### src/rtl/regfile_pkg.sv
// Shared types for the Argon register file and its bus sequencer: word/index
// widths, request opcodes, bus command codes, sequencer states and select packing.
package regfile_pkg;

    localparam int WORD_WIDTH  = 16;
    localparam int INDEX_WIDTH = 3;
    localparam int SEL_WIDTH   = 3 * INDEX_WIDTH;

    typedef logic [WORD_WIDTH-1:0]  word_t;
    typedef logic [INDEX_WIDTH-1:0] idx_t;
    typedef logic [SEL_WIDTH-1:0]   sel_t;

    typedef enum logic [1:0] {
        OP_READ     = 2'd0,
        OP_WRITE    = 2'd1,
        OP_WRITE_RV = 2'd2,
        OP_WRITE_SP = 2'd3
    } op_t;

    typedef enum logic [2:0] {
        COM_NOP      = 3'd0,
        COM_LATCHSEL = 3'd1,
        COM_READA    = 3'd2,
        COM_READB    = 3'd3,
        COM_LATCHC   = 3'd4,
        COM_LATCHRV  = 3'd5,
        COM_LATCHSP  = 3'd6
    } com_t;

    typedef enum logic [2:0] {
        ST_IDLE = 3'd0,
        ST_SEL  = 3'd1,
        ST_RDA  = 3'd2,
        ST_RDB  = 3'd3,
        ST_WR   = 3'd4,
        ST_RESP = 3'd5
    } seq_state_t;

    function automatic sel_t pack_triple(input idx_t a, input idx_t b, input idx_t c);
        return {c, b, a};
    endfunction

    function automatic word_t pack_sel(input idx_t a, input idx_t b, input idx_t c);
        return {{(WORD_WIDTH - SEL_WIDTH){1'b0}}, pack_triple(a, b, c)};
    endfunction

endpackage

### src/rtl/argon_bus_if.sv
// Command bus between the register-file sequencer (initiator) and the Argon
// register file (target).
interface argon_bus_if;
    import regfile_pkg::*;

    logic  i_valid;
    com_t  command;
    word_t i_data;
    logic  o_valid;
    word_t o_data;

    modport initiator (output i_valid, output command, output i_data,
                       input  o_valid, input  o_data);
    modport target    (input  i_valid, input  command, input  i_data,
                       output o_valid, output o_data);
endinterface

### src/rtl/argon_regfile_seq.sv
// Turns core operand-read / write-back requests into register-file bus command
// sequences. Define ARGON_REGSEQ_SELCACHE_EN to skip LATCHSEL on a repeated select triple.
module argon_regfile_seq
    import regfile_pkg::*;
(
    input  logic   i_Clk,
    input  logic   i_Reset,
    input  logic   i_req_valid,
    output logic   o_req_ready,
    input  op_t    i_req_op,
    input  idx_t   i_sel_a,
    input  idx_t   i_sel_b,
    input  idx_t   i_sel_c,
    input  word_t  i_wb_data,
    output logic   o_rsp_valid,
    input  logic   i_rsp_ready,
    output word_t  o_rsp_a,
    output word_t  o_rsp_b,
    output logic   o_rsp_err,
    argon_bus_if.initiator bus_if
);

    seq_state_t state_q,   state_d;
    op_t        op_q,      op_d;
    idx_t       sel_a_q,   sel_a_d;
    idx_t       sel_b_q,   sel_b_d;
    idx_t       sel_c_q,   sel_c_d;
    word_t      wb_data_q, wb_data_d;
    word_t      rsp_a_q,   rsp_a_d;
    word_t      rsp_b_q,   rsp_b_d;
    logic       err_q,     err_d;
    logic       accept_s;
    logic       skip_sel_s;

`ifdef ARGON_REGSEQ_SELCACHE_EN
    sel_t last_sel_q, last_sel_d;
    logic sel_vld_q,  sel_vld_d;

    assign skip_sel_s = sel_vld_q && (pack_triple(i_sel_a, i_sel_b, i_sel_c) == last_sel_q);
`else
    assign skip_sel_s = 1'b0;
`endif

    assign accept_s = (state_q == ST_IDLE) && i_req_valid;

    // Sequencer next-state decode
    always_comb begin
        state_d = state_q;
        case (state_q)
            ST_IDLE: begin
                if (i_req_valid) begin
                    case (i_req_op)
                        OP_READ:     state_d = skip_sel_s ? ST_RDA : ST_SEL;
                        OP_WRITE:    state_d = skip_sel_s ? ST_WR  : ST_SEL;
                        OP_WRITE_RV: state_d = ST_WR;
                        OP_WRITE_SP: state_d = ST_WR;
                        default:     state_d = ST_IDLE;
                    endcase
                end else begin
                    state_d = ST_IDLE;
                end
            end
            ST_SEL:  state_d = (op_q == OP_READ) ? ST_RDA : ST_WR;
            ST_RDA:  state_d = ST_RDB;
            ST_RDB:  state_d = ST_RESP;
            ST_WR:   state_d = ST_RESP;
            ST_RESP: begin
                if (i_rsp_ready) begin
                    state_d = ST_IDLE;
                end else begin
                    state_d = ST_RESP;
                end
            end
            default: state_d = ST_IDLE;
        endcase
    end

    // Request capture, operand capture and error tracking
    always_comb begin
        op_d      = op_q;
        sel_a_d   = sel_a_q;
        sel_b_d   = sel_b_q;
        sel_c_d   = sel_c_q;
        wb_data_d = wb_data_q;
        rsp_a_d   = rsp_a_q;
        rsp_b_d   = rsp_b_q;
        err_d     = err_q;
`ifdef ARGON_REGSEQ_SELCACHE_EN
        last_sel_d = last_sel_q;
        sel_vld_d  = sel_vld_q;
`endif
        if (accept_s) begin
            op_d      = i_req_op;
            sel_a_d   = i_sel_a;
            sel_b_d   = i_sel_b;
            sel_c_d   = i_sel_c;
            wb_data_d = i_wb_data;
        end else begin
            op_d      = op_q;
        end
        case (state_q)
            ST_SEL: begin
`ifdef ARGON_REGSEQ_SELCACHE_EN
                last_sel_d = pack_triple(sel_a_q, sel_b_q, sel_c_q);
                sel_vld_d  = 1'b1;
`endif
            end
            ST_RDA: begin
                rsp_a_d = bus_if.o_data;
                err_d   = err_q | ~bus_if.o_valid;
            end
            ST_RDB: begin
                rsp_b_d = bus_if.o_data;
                err_d   = err_q | ~bus_if.o_valid;
            end
            ST_RESP: begin
                if (i_rsp_ready) begin
                    err_d = 1'b0;
                end else begin
                    err_d = err_q;
                end
            end
            default: begin
            end
        endcase
    end

    // State and datapath registers
    always_ff @(posedge i_Clk or posedge i_Reset) begin
        if (i_Reset) begin
            state_q   <= ST_IDLE;
            op_q      <= OP_READ;
            sel_a_q   <= {INDEX_WIDTH{1'b0}};
            sel_b_q   <= {INDEX_WIDTH{1'b0}};
            sel_c_q   <= {INDEX_WIDTH{1'b0}};
            wb_data_q <= {WORD_WIDTH{1'b0}};
            rsp_a_q   <= {WORD_WIDTH{1'b0}};
            rsp_b_q   <= {WORD_WIDTH{1'b0}};
            err_q     <= 1'b0;
        end else begin
            state_q   <= state_d;
            op_q      <= op_d;
            sel_a_q   <= sel_a_d;
            sel_b_q   <= sel_b_d;
            sel_c_q   <= sel_c_d;
            wb_data_q <= wb_data_d;
            rsp_a_q   <= rsp_a_d;
            rsp_b_q   <= rsp_b_d;
            err_q     <= err_d;
        end
    end

`ifdef ARGON_REGSEQ_SELCACHE_EN
    // Last issued select triple
    always_ff @(posedge i_Clk or posedge i_Reset) begin
        if (i_Reset) begin
            last_sel_q <= {SEL_WIDTH{1'b0}};
            sel_vld_q  <= 1'b0;
        end else begin
            last_sel_q <= last_sel_d;
            sel_vld_q  <= sel_vld_d;
        end
    end
`endif

    // Bus drive decoded from state and latched request only
    always_comb begin
        bus_if.i_valid = 1'b0;
        bus_if.command = COM_NOP;
        bus_if.i_data  = {WORD_WIDTH{1'b0}};
        case (state_q)
            ST_SEL: begin
                bus_if.i_valid = 1'b1;
                bus_if.command = COM_LATCHSEL;
                bus_if.i_data  = pack_sel(sel_a_q, sel_b_q, sel_c_q);
            end
            ST_RDA: bus_if.command = COM_READA;
            ST_RDB: bus_if.command = COM_READB;
            ST_WR: begin
                bus_if.i_valid = 1'b1;
                bus_if.i_data  = wb_data_q;
                case (op_q)
                    OP_WRITE_RV: bus_if.command = COM_LATCHRV;
                    OP_WRITE_SP: bus_if.command = COM_LATCHSP;
                    default:     bus_if.command = COM_LATCHC;
                endcase
            end
            default: begin
                bus_if.i_valid = 1'b0;
            end
        endcase
    end

    assign o_req_ready = (state_q == ST_IDLE);
    assign o_rsp_valid = (state_q == ST_RESP);
    assign o_rsp_a     = rsp_a_q;
    assign o_rsp_b     = rsp_b_q;
    assign o_rsp_err   = err_q;

endmodule
### src/flat_wrapper.sv
// flat-port wrapper written by rule: the top's interface ports become plain ports
module argon_regfile_seq_flat import regfile_pkg::*;
  (i_Clk, i_Reset, i_req_valid, o_req_ready, i_req_op, i_sel_a, i_sel_b, i_sel_c, i_wb_data, o_rsp_valid, i_rsp_ready, o_rsp_a, o_rsp_b, o_rsp_err, bus_if_i_valid, bus_if_command, bus_if_i_data, bus_if_o_valid, bus_if_o_data);
  argon_bus_if bus_if_i ();
  input  logic i_Clk;
  input  logic i_Reset;
  input  logic i_req_valid;
  output logic o_req_ready;
  input  op_t i_req_op;
  input  idx_t i_sel_a;
  input  idx_t i_sel_b;
  input  idx_t i_sel_c;
  input  word_t i_wb_data;
  output logic o_rsp_valid;
  input  logic i_rsp_ready;
  output word_t o_rsp_a;
  output word_t o_rsp_b;
  output logic o_rsp_err;
  output wire logic [$bits(bus_if_i.i_valid)-1:0] bus_if_i_valid;
  output wire logic [$bits(bus_if_i.command)-1:0] bus_if_command;
  output wire logic [$bits(bus_if_i.i_data)-1:0] bus_if_i_data;
  input wire logic [$bits(bus_if_i.o_valid)-1:0] bus_if_o_valid;
  input wire logic [$bits(bus_if_i.o_data)-1:0] bus_if_o_data;
  assign bus_if_i_valid = bus_if_i.i_valid;
  assign bus_if_command = bus_if_i.command;
  assign bus_if_i_data = bus_if_i.i_data;
  assign bus_if_i.o_valid = bus_if_o_valid;
  assign bus_if_i.o_data = bus_if_o_data;
  argon_regfile_seq u_core (.i_Clk(i_Clk), .i_Reset(i_Reset), .i_req_valid(i_req_valid), .o_req_ready(o_req_ready), .i_req_op(i_req_op), .i_sel_a(i_sel_a), .i_sel_b(i_sel_b), .i_sel_c(i_sel_c), .i_wb_data(i_wb_data), .o_rsp_valid(o_rsp_valid), .i_rsp_ready(i_rsp_ready), .o_rsp_a(o_rsp_a), .o_rsp_b(o_rsp_b), .o_rsp_err(o_rsp_err), .bus_if(bus_if_i));
endmodule
### config.mk
export PLATFORM = sky130hd
export DESIGN_NAME = argon_regfile_seq_flat
export DESIGN_NICKNAME = d
export VERILOG_FILES = /design/src/rtl/regfile_pkg.sv /design/src/rtl/argon_bus_if.sv /design/src/rtl/argon_regfile_seq.sv /design/src/flat_wrapper.sv
export SDC_FILE = /design/constraint.sdc
export NUM_CORES = 1
export LEC_CHECK = 0
export ABC_AREA = 1
export CORE_UTILIZATION = 40
export CTS_CLUSTER_DIAMETER = 60
export DETAILED_ROUTE_END_ITERATION = 7
export GPL_TIMING_DRIVEN = 0
export PLACE_DENSITY = 0.85
export SLEW_MARGIN = 5
export SYNTH_ARGS = -nofsm -noshare
export SYNTH_HDL_FRONTEND = slang
export SYNTH_SLANG_ARGS = --single-unit
### constraint.sdc
create_clock -name i_Clk -period 2.6 [get_ports i_Clk]
set_input_delay 0.39 -clock i_Clk [delete_from_list [all_inputs] [get_ports i_Clk]]
set_output_delay 0.39 -clock i_Clk [all_outputs]
set_load 0.01 [all_outputs]
==> results.txt, run 1 <==
* Vias per cell: 4.70
* Crit path buffers/inverters: 3
* Post-CTS setup buffer count: 0
- End-of-flow core utilization: 62.8%
- Post-synth top area share: 59.2%
- Data required time of the critical path: 2.21 ns
- Ratio of cells with drive above 1 in the final layout: 8.70%
- Compared with the post-synthesis result, the final layout area differs by 50.5%.
* Final count of pins violating max slew: 0
- Cell types occupying the most area after synthesis: sky130_fd_sc_hd__dfrtp_1 59%, sky130_fd_sc_hd__nand2_1 14%, sky130_fd_sc_hd__o21ai_0 11%
- After layout, the worst path uses 92.1% of the clock period.
- Vias in the first global route: 2,327
- After synthesis the cells add up to 2660 um^2.
* Clock tree from TritonCTS: built
- For the final database, setup skew stands at 0.00671 ns.
- Routability congestion estimate: 0.823
* Synth Flop Type: sky130_fd_sc_hd__dfrtp_1
- Min Tclk post-route: 2.40 ns
* Top cell by count, worst path: sky130_fd_sc_hd__nand2_1
- Largest stage delay on the critical path: 0.53 ns
- Setup repair after global routing left no endpoint under its margin.
* Number of buffers created by CTS: 9
- The floorplan has 29 rows.
* Antenna cells: 0
- The run finished with clean final reports.
* Average wire per standard cell: 12.5 um
* Antenna Nets Post-Route: 0
* Area taken by multi-input logic gates: 796 um^2
- Wire length of the first global-routing pass: 10.9 mm
* Floorplan die height: 83.6 um
- The min-delay analysis places its worst path in the category input port to async pin.
- Counting every net in the synthesized netlist gives 366.
- Before antenna repair, the detailed router went through 5 iterations.
- STA puts the critical path data arrival time at 2.01 ns.
- Number of enable-type register cells in the synthesized netlist: 0
- After clock tree synthesis, the clock-pin slew on the worst setup and hold paths is 0.07 ns.
- Worst Tran Pin Value: 0.591 ns
* Total power per unit cell area: 1160 nW/um^2
- The Yosys step of the flow raised 0 warnings.
- Clock root cell: sky130_fd_sc_hd__clkbuf_8
* Hold buffer count at cts: 0
- Total Negative Setup Slacks: 0 ns
- Number of placed I/O pins: 103
- Number of different library cells in the post-synthesis netlist: 20
- The worst setup path is launched from a flop.
* Area taken by flip-flops and latches: 1580 um^2
- At the end of the flow, the number of nets in the layout was 480.
* Leakage: 2.02 nW
- Total GRT Usage: 19.8%
* Largest fanout on the critical path: 9
- Counting every sink on the clock net gives 63.
- Number of failing hold endpoints at the final stage: 0
* Highest achievable clock rate: 417 MHz
- Initial antenna violation count: 0
- Hold slack final: 0.441 ns
* Most numerous cell in the Yosys netlist: sky130_fd_sc_hd__nand2_1
- The synthesized design spends more area on one cell type than any other, namely sky130_fd_sc_hd__dfrtp_1.
* Detailed-route via count: 2,416
- Dividing the synthesized area by the synthesized cell count gives 8.37 um^2.
- Entering global routing, the biggest net connects 37 pins.
* CTS H-Tree Depth: 3
- For this run the aggregate overflow at the end of global routing stands at 0.
- Total setup violations reported at the end of the flow: 0
- Total wire length after detailed routing: 6.45 mm
- The slowest stage of the critical path is the sky130_fd_sc_hd__clkdlybuf4s50_1 cell.
* Area inside the core boundary: 6390 um^2
* Clk Latency, worst-skew pair: 0.33 ns
- Setup Crit Path Kind: flop to output port
- Across the run, the number of max-cap violations was 0.
- Initial core utilization: 41.7%
- Critical Path, Cell by Cell: inv_2, nor2_1, nand2_1, inv_2, nand2_1, nand2_1, clkdlybuf4s50_1
- The longest clock path from root to sink contains 2 buffers.
* Placed wire-length estimate after detailed placement: 4.78 mm
- Top post-synthesis cells by count: 97 x sky130_fd_sc_hd__nand2_1, 63 x sky130_fd_sc_hd__dfrtp_1, 56 x sky130_fd_sc_hd__inv_1, 56 x sky130_fd_sc_hd__o21ai_0, 12 x sky130_fd_sc_hd__nor2_1
- Die Outline Area: 6990 um^2
- Worst VDD drop: 0.643 mV
- The share of the Yosys chip area taken by registers is 59.2%.
* CP Capture Type: output port
* Synth async-reset ratio: 100%
* Kind of cell adding the most delay to the critical path: buffers and inverters
- In this run, the number of DRC markers left after iteration 0 of detailed routing was 91.
* Post-route DRC violation count: 0
- Gates resized, CTS repair: 0
- Port buffering added 102 buffers.
- Filler cells: 555
* Post-synthesis sequential element count: 63
- Synthesis produced 318 cells.
* Die W: 83.6 um
* Max-slew headroom at the worst pin: 60.6%
## cells in the final DEF, fill, tap and decap left out
cell	n
sky130_fd_sc_hd__buf_12	1
sky130_fd_sc_hd__buf_2	8
sky130_fd_sc_hd__buf_4	1
sky130_fd_sc_hd__bufinv_16	1
sky130_fd_sc_hd__clkbuf_1	1
sky130_fd_sc_hd__clkbuf_2	2
sky130_fd_sc_hd__clkbuf_8	11
sky130_fd_sc_hd__clkdlybuf4s50_1	102
sky130_fd_sc_hd__clkinv_1	1
sky130_fd_sc_hd__clkinv_2	2
sky130_fd_sc_hd__clkinv_4	1
sky130_fd_sc_hd__clkinvlp_4	1
sky130_fd_sc_hd__dfrtp_1	63
sky130_fd_sc_hd__inv_1	55
sky130_fd_sc_hd__inv_2	5
sky130_fd_sc_hd__nand2_1	97
sky130_fd_sc_hd__nand2_2	3
sky130_fd_sc_hd__nand3_1	3
sky130_fd_sc_hd__nand3_2	1
sky130_fd_sc_hd__nand4_1	2
sky130_fd_sc_hd__nor2_1	12
sky130_fd_sc_hd__nor2_4	1
sky130_fd_sc_hd__nor3_1	1
sky130_fd_sc_hd__o21ai_0	56
sky130_fd_sc_hd__o21ai_1	4
sky130_fd_sc_hd__o21bai_1	1
sky130_fd_sc_hd__o22ai_1	1
## sequential cells by signal, indices dropped and copies added (netlist names)
name,cells
u_core.o_rsp_a,16
u_core.o_rsp_b,16
u_core.o_rsp_err,1
u_core.op_q,2
u_core.sel_a_q,3
u_core.sel_b_q,3
u_core.sel_c_q,3
u_core.state_q,3
u_core.wb_data_q,16
## report_power, final
part,internal [mW],leakage [nW],switching (mW)
logic,1.07,1.14,0.983
registers,1.46,0.773,0.284
clock network,0.493,0.105,0.373
total,3.02,2.02,1.64
## worst paths after layout
| kind | cells after the start | startpoint | to | slack [ns] |
|---|---|---|---|---|
| max in group asynchronous | 3 | i_Reset | u_core.state_q[2] | 1.56 |
| worst min register to register | 2 | u_core.wb_data_q[14] | u_core.wb_data_q[14] | 0.49 |
| min in group i_Clk | 2 | u_core.wb_data_q[14] | u_core.wb_data_q[14] | 0.49 |
| worst max register to register | 4 | u_core.state_q[0] | u_core.wb_data_q[7] | 1.23 |
| worst max-delay path | 7 | u_core.state_q[0] | bus_if_i_data[2] | 0.20 |
| worst min-delay path | 2 | i_Reset | u_core.sel_a_q[1] | 0.44 |
## per-layer routing
metal	GRT usage [%]	vias up	wire, um
li1	-	1187	-
met1	25.6	1131	2830
met2	32.0	92	3110
met3	5.74	6	429
met4	6.78	0	70
met5	0	-	0
## kinds of logic (layout without fill, tap and decap cells)
kind of cell           Yosys count  count (layout)  share of synthesized area (%)
AND/OR/NAND/NOR                120             120                           18.1
buffers and inverters           73             192                           10.9
flip-flops                      63              63                           59.2
AO/OA/AOI/OAI                   62              62                           11.8
## area by class of cell
type	instances	area share [%]
buffer	12	1.53
clock buffer	11	3.78
clock inverter	5	1.40
inverter	61	5.71
multi-input combinational	182	19.9
sequential	63	39.3
tap	77	2.40
timing repair buffer	103	26.0
## metrics by stage
step | power (mW) | area (um^2) | setup slack (ns) | std cells
final | 4.66 | 4010 | 0.204 | 514
after global routing | 5.01 | 4010 | 0.0826 | 514
after CTS | 4.70 | 4010 | 0.180 | 514
after detailed placement | 3.82 | 3800 | 0.577 | 498
after global placement | 3.73 | 3780 | -0.329 | 497
after floorplan | 2.67 | 2660 | 0.640 | 318
No activity file was read; power rests on OpenSTA's default activity.
==> run 2, diff against run 1 <==
--- a/config.mk
+++ b/config.mk
@@ -11,6 +11,7 @@
 export DETAILED_ROUTE_END_ITERATION = 7
 export GPL_TIMING_DRIVEN = 0
 export PLACE_DENSITY = 0.85
+export SETUP_SLACK_MARGIN = 0.5
 export SLEW_MARGIN = 5
 export SYNTH_ARGS = -nofsm -noshare
 export SYNTH_HDL_FRONTEND = slang
==> run 2 against run 1 <==
  * Global-route usage is 0.43 points higher
  * Clock power barely moved
  * Power increased by 1.4%
  * Via count up 1.9%
  * Core utilization rose by 1.5 points
  * Clock skew up 0.0013 ns
  * Worst hold slack better by 0.0013 ns
  * Critical path depth fell by 1
  * Non-clock buffer count increased by 6
  * First-iteration DRC count rose by 15%
  * Combinational power rose by 3%
  * Critical endpoint unchanged
  * Maximum frequency grew 8.0%
==> results.txt, run 2 (synthesized netlist as in run 1, its figures left out) <==
- Result of the run: finished, final reports clean
* Placed wire-length estimate after detailed placement: 4.78 mm
- RSZ-0062 raised after global routing: yes
* Worst hold path class: input port to async pin
* Non-Filler Instances: 522
- Max capacitance violation total: 0
* Number of cells in the design after placement: 498
- Clock tree from TritonCTS: built
- The die is 83.6 um tall.
- In the final routed layout, each cell accounts on average for 12.8 um.
* Clock sink count: 63
- The number of clock buffers added by TritonCTS is 9.
- Die W: 83.6 um
* Max Buffers Root-to-Sink: 2
- The first global-routing pass estimated 11.1 mm of wire.
- Counting the fill cells in the layout gives 540.
- Highest achievable clock rate: 451 MHz
- Along the worst path, the maximum fanout reaches 6.
- Congestion Overflow GR: 0
- In the layout the commonest cells are 95 x sky130_fd_sc_hd__nand2_1, 81 x sky130_fd_sc_hd__clkdlybuf4s50_1, 61 x sky130_fd_sc_hd__dfrtp_1.
* Area inside the core boundary: 6390 um^2
- Global routing used 20.2% of the available tracks.
- The detailed router placed 2,463 vias in this run.
* Initial antenna violation count: 0
- 0 antenna diodes ended up in the layout.
- The later pin in the worst-skew pair is clocked with a latency of 0.33 ns.
* Total setup violations reported at the end of the flow: 0
- At the pin with the least slew margin, the transition time is 0.591 ns.
- Power spread over the standard cell area amounts to 1150 nW/um^2.
* Clock transition at the register clock pins on the worst setup and hold paths after CTS: 0.07 ns
- Antenna Nets Post-Route: 0
- After detailed routing, the total wire length is 6.66 mm.
- Max-slew headroom at the worst pin: 60.6%
* Data arrival, critical path: 1.83 ns
* Initial core utilization: 41.7%
- The tightest hold path in the finished design has a slack of 0.442 ns.
- IR analysis of the VDD net gives a maximum drop of 0.648 mV.
* Setup Crit Path Kind: flop to output port
- Entering global routing, the biggest net connects 37 pins.
- Before antenna repair, the detailed router went through 4 iterations.
- Leakage: 2.27 nW
- After detailed routing, the number of vias per cell comes to 4.72.
* Die Outline Area: 6990 um^2
* Startpoint type of the worst setup path: flop
- Leaving out fill and tap cells, the most frequent cell in the layout is sky130_fd_sc_hd__nand2_1.
- Number of failing hold endpoints at the final stage: 0
- The cell sitting at the root of the clock tree is a sky130_fd_sc_hd__clkbuf_8.
- Ratio of cells with drive above 1 in the final layout: 11.7%
- STA puts the critical path data required time at 2.21 ns.
* Post-route DRC violation count: 0
- PortBufs: 102
- Area taken by multi-input logic gates: 808 um^2
- At the end of the flow, the number of nets in the layout was 488.
* Area taken by flip-flops and latches: 1580 um^2
- Min Tclk post-route: 2.22 ns
- The count of final max-slew check failures is 0.
* CP Capture Type: output port
* Final worst-path cycle share: 85.3%
- The number of global-route vias before repair came to 2,376.
- End-of-flow core utilization: 64.3%
- Routability-driven placement finished with a final weighted congestion of 0.823.
* Final worst clock skew: 0.00798 ns
- Overall power consumption: 4.72 mW
- In this run, the number of DRC markers left after iteration 0 of detailed routing was 105.
- Floorplan row count: 29
- Relative to the synthesized area, the layout overhead comes to 54.2%.
* Number of placed I/O pins: 103
- CTS H-Tree Depth: 3
-- run 2: cell count changes in the layout (fill, tap and decap cells not counted), moves of 7 or more --
cell | before | now
sky130_fd_sc_hd__buf_4 | 1 | 8
sky130_fd_sc_hd__dlygate4sd2_1 | 0 | 10
sky130_fd_sc_hd__clkdlybuf4s50_1 | 102 | 81
sky130_fd_sc_hd__dlymetal6s2s_1 | 0 | 11
-- run 2: worst paths after layout --
kind | end | slack (ns) | start | cells after the start
max | bus_if_i_data[2] | 0.38 | u_core.state_q[2] | 6
min | u_core.sel_a_q[1] | 0.44 | i_Reset | 2
max in group asynchronous | u_core.state_q[2] | 1.54 | i_Reset | 3
max reg2reg | u_core.wb_data_q[7] | 1.11 | u_core.state_q[0] | 5
min reg2reg | u_core.o_rsp_b[15] | 0.49 | u_core.o_rsp_b[15] | 2
min in group i_Clk | u_core.o_rsp_b[15] | 0.49 | u_core.o_rsp_b[15] | 2
-- run 2: area by class of cell --
| cell class | instances | share of cell area, % |
|---|---|---|
| plain buffers | 12 | 1.55 |
| clock inverters | 5 | 1.37 |
| clock buffers | 11 | 3.69 |
| inverters | 61 | 5.70 |
| repair buffers | 109 | 26.8 |
| multi-input cells | 182 | 19.7 |
| well taps | 77 | 2.35 |
| flip-flops and latches | 63 | 38.5 |
| repair inverters | 2 | 0.366 |
-- run 2: metal layers --
metal / share of wire [%] / up-vias / global-route usage, %
met3: 7.3 / 6 / 5.74
met2: 49 / 104 / 33.0
li1: - / 1205 / -
met5: 0 / - / 0
met1: 43 / 1148 / 25.9
met4: 1.0 / 0 / 6.78
-- run 2: worst max-delay path, stage by stage, from the launching register on --
cell                              delay (ns)
sky130_fd_sc_hd__dfrtp_2                0.47
sky130_fd_sc_hd__nor2_2                 0.17
sky130_fd_sc_hd__nand2_2                0.11
sky130_fd_sc_hd__inv_4                  0.09
sky130_fd_sc_hd__nand2_1                0.06
sky130_fd_sc_hd__nand2_1                0.06
sky130_fd_sc_hd__clkdlybuf4s50_1        0.53
-- run 2: what timing repair did --
action                     CTS  global route
gates resized for setup     15            17
pin swaps                    0             2
buffers inserted             2             4
hold buffers                 0             0
setup endpoints to repair   20            15
cloned                       1             1
-- run 2: per-stage QoR --
stage	worst slack (ns)	cell area, um^2	TNS [ns]
6_report	0.381	4110	0
5_1_grt	0.315	4110	0
4_1_cts	0.275	4030	0
3_5_place_dp	0.577	3800	0
3_3_place_gp	-0.329	3780	-20.56
2_1_floorplan	0.640	2660	0
-- run 2: report_power, final --
| part | internal (mW) | switching (mW) | leakage, nW |
|---|---|---|---|
| sequential | 1.46 | 0.286 | 0.771 |
| clock | 0.493 | 0.372 | 0.105 |
| combinational | 1.08 | 1.03 | 1.39 |
==> run 3, diff against run 2 <==
--- a/config.mk
+++ b/config.mk
@@ -6,11 +6,11 @@
 export NUM_CORES = 1
 export LEC_CHECK = 0
 export ABC_AREA = 1
-export CORE_UTILIZATION = 40
+export CORE_UTILIZATION = 44
 export CTS_CLUSTER_DIAMETER = 60
 export DETAILED_ROUTE_END_ITERATION = 7
 export GPL_TIMING_DRIVEN = 0
-export PLACE_DENSITY = 0.85
+export PLACE_DENSITY = 0.91
 export SETUP_SLACK_MARGIN = 0.5
 export SLEW_MARGIN = 5
 export SYNTH_ARGS = -nofsm -noshare
==> run 3 against run 2 <==
  * Count of clock-buffer cells in the layout fell by 2
  * First-iteration DRC count fell by 22%
  * Clock power rose by 7.5%
  * Critical path depth rose by 2
  * Global-route usage rose by 3.7 points
  * Clock skew fell by 0.0034 ns
  * Critical endpoint is now bus_if_i_data[6]
  * Highest routed layer unchanged
==> results.txt, run 3 (synthesized netlist as in run 1, its figures left out) <==
- The run finished with clean final reports.
- The worst setup path is launched from a flop.
- Detailed-route via count: 2,488
- Worst Tran Pin Value: 0.448 ns
- CTS saw 63 sinks.
- For this run, the top clock speed supported by timing is 491 MHz.
* R2r setup slk: 1.19 ns
- Across every metal layer, demand over resource in global routing totals 24.0%.
- The final hold violation count is 0.
* Leakage: 2.19 nW
- In this run, CTS created clock tree buffers numbering 9.
- Floorplan die height: 79.8 um
- Global routing finished with a remaining overflow of 0.
* Hold buffer count at cts: 0
* Total setup violations reported at the end of the flow: 0
- The critical path contains buffers and inverters numbering 4 combined.
* Floorplan row count: 27
- Fin nets: 487
* Antenna Nets Post-Route: 0
- Vias per cell: 4.82
- Max-slew headroom at the worst pin: 70.1%
- Across the run, the number of max-cap violations was 0.
- The worst path in the final design needs a cycle of 2.04 ns, including I/O delays and setup.
- Among cell families on the critical path, the largest total delay comes from buffers and inverters.
- Total wire length after detailed routing: 7.04 mm
- Clk Latency, worst-skew pair: 0.32 ns
* Largest stage delay on the critical path: 0.46 ns
* Die W: 79.8 um
- Critical Path, Cell by Cell: inv_4, nor2_2, nand2_2, buf_4, clkinvlp_4, nand2_1, nand2_1, dlygate4sd2_1
- Final worst clock skew: 0.00453 ns
- Area grow syn2layout: 53.5%
- Post-route DRC violation count: 0
* Total power per unit cell area: 1180 nW/um^2
- Setup Crit Path Kind: flop to output port
- The repair_antennas step left the layout with diodes totalling 0.
- The first detailed-routing pass took 4 iterations.
- The worst register-to-register path ends at u_core.sel_c_q[0].
* Wire length of the first global-routing pass: 11.5 mm
* Vias in the first global route: 2,499
- At the end of routability-driven placement, the weighted congestion stood at 0.817.
- The longest clock path from root to sink contains 2 buffers.
* Worst VDD drop: 0.669 mV
- Maximum number of pins on one net before global-route repair: 45
- The finished layout holds 516 standard cells, fillers aside.
- Top cell by count, worst path: sky130_fd_sc_hd__nand2_1
- STA puts the critical path data arrival time at 1.65 ns.
- Clock tree from TritonCTS: built
- Reg2reg path depth: 6
- The floorplan step defined a die boundary enclosing 6370 um^2.
- RSZ-0062 raised after global routing: no
- In the final layout, the share of cells above drive strength 1 is 11.7%.
* Most common library cell in the layout ignoring fill and taps: sky130_fd_sc_hd__nand2_1
* Top library cells by usage in the layout, fill and taps aside: 95 x sky130_fd_sc_hd__nand2_1, 82 x sky130_fd_sc_hd__clkdlybuf4s50_1, 60 x sky130_fd_sc_hd__dfrtp_1
- Reg2reg start: u_core.state_q[0]
- Slowest cell on the critical path: sky130_fd_sc_hd__dfrtp_2
- Once placement completed, the tool counted placed cells totaling 493.
* Number of placed I/O pins: 103
* Clock root cell: sky130_fd_sc_hd__clkbuf_8
* Initial antenna violation count: 0
- Average wire per standard cell: 13.6 um
* Worst hold path class: input port to async pin
- In this run the standard cell core region covers 5680 um^2.
* CTS H-Tree Depth: 3
- The design draws 4.80 mW.
* Hold slack final: 0.383 ns
- Final worst-path cycle share: 78.3%
- PortBufs: 102
- Placed wire-length estimate after detailed placement: 5.11 mm
- Largest fanout on the critical path: 5
- Final count of pins violating max slew: 0
- Data required time of the critical path: 2.21 ns
* Clock transition at the register clock pins on the worst setup and hold paths after CTS: 0.07 ns
- After the first detailed-routing iteration, the DRC count stood at 82.
- Initial core utilization: 46.9%
- CP Capture Type: output port
==> run 3: cell types whose count changed in the layout (fill, tap and decap cells not counted), moves of 2 or more <==
cell,before,now
sky130_fd_sc_hd__dlymetal6s2s_1,11,5
sky130_fd_sc_hd__dlygate4sd2_1,10,14
sky130_fd_sc_hd__clkbuf_8,11,9
sky130_fd_sc_hd__clkinv_4,1,3
==> run 3: layout make-up <==
cell class,instances,area [um^2]
repair buffers,109,1080
clock buffers,9,124
plain buffers,12,63.8
repair inverters,1,7.51
inverters,61,239
well taps,72,90.1
clock inverters,7,97.6
multi-input cells,182,803
flip-flops and latches,63,1580
fillers,437,1590
==> run 3: how the worst max path moves through the flow <==
stage                      startpoint                 to  slack [ns]  depth (start not counted)
finish              u_core.state_q[0]   bus_if_i_data[6]        0.56                          8
CTS                 u_core.state_q[0]   bus_if_i_data[2]        0.42                          7
global route        u_core.state_q[0]   bus_if_i_data[6]        0.50                          8
floorplan                     i_Reset  u_core.o_rsp_a[0]        0.64                          1
detailed placement  u_core.state_q[0]   bus_if_i_data[0]        0.57                          7
global placement              i_Reset  u_core.o_rsp_b[2]       -0.36                          2
==> run 3: worst register-to-register path: cells and delay by family, from the launching register on <==
kind,cells,cell delay [ns]
compound gates,1,0.09
buf+inv,2,0.37
flops,1,0.46
simple gates,3,0.35
==> run 3: stage by stage <==
| stage | setup WS, ns | TNS, ns | util (%) | cell area [um^2] |
|---|---|---|---|---|
| after floorplan | 0.640 | 0 | - | 2660 |
| after global placement | -0.364 | -22.64 | 66.5 | 3770 |
| after detailed placement | 0.569 | 0 | 66.8 | 3790 |
| after CTS | 0.416 | 0 | 71.5 | 4060 |
| after global routing | 0.504 | 0 | 72.0 | 4090 |
| final | 0.564 | 0 | 72.0 | 4090 |
==> run 3: power by group <==
group	internal, mW	leakage (nW)	total (mW)	switching [mW]
Combinational	1.07	1.31	2.10	1.04
Sequential	1.46	0.770	1.77	0.307
Clock	0.541	0.105	0.930	0.389
==> run 3: timing repair <==
action	4_1_cts	5_1_grt
gates resized for setup	26	7
pin swaps	1	1
buffers inserted	4	2
setup endpoints to repair	20	9
gates cloned	1	0
==> run 3: per-layer routing <==
| metal | global-route usage, % | wire (um) | vias to the layer above |
|---|---|---|---|
| met5 | 0 | 0 | - |
| met4 | 8.57 | 95 | 0 |
| met3 | 5.14 | 499 | 12 |
| met2 | 43.7 | 3650 | 105 |
| met1 | 27.5 | 2800 | 1161 |
| li1 | - | - | 1210 |
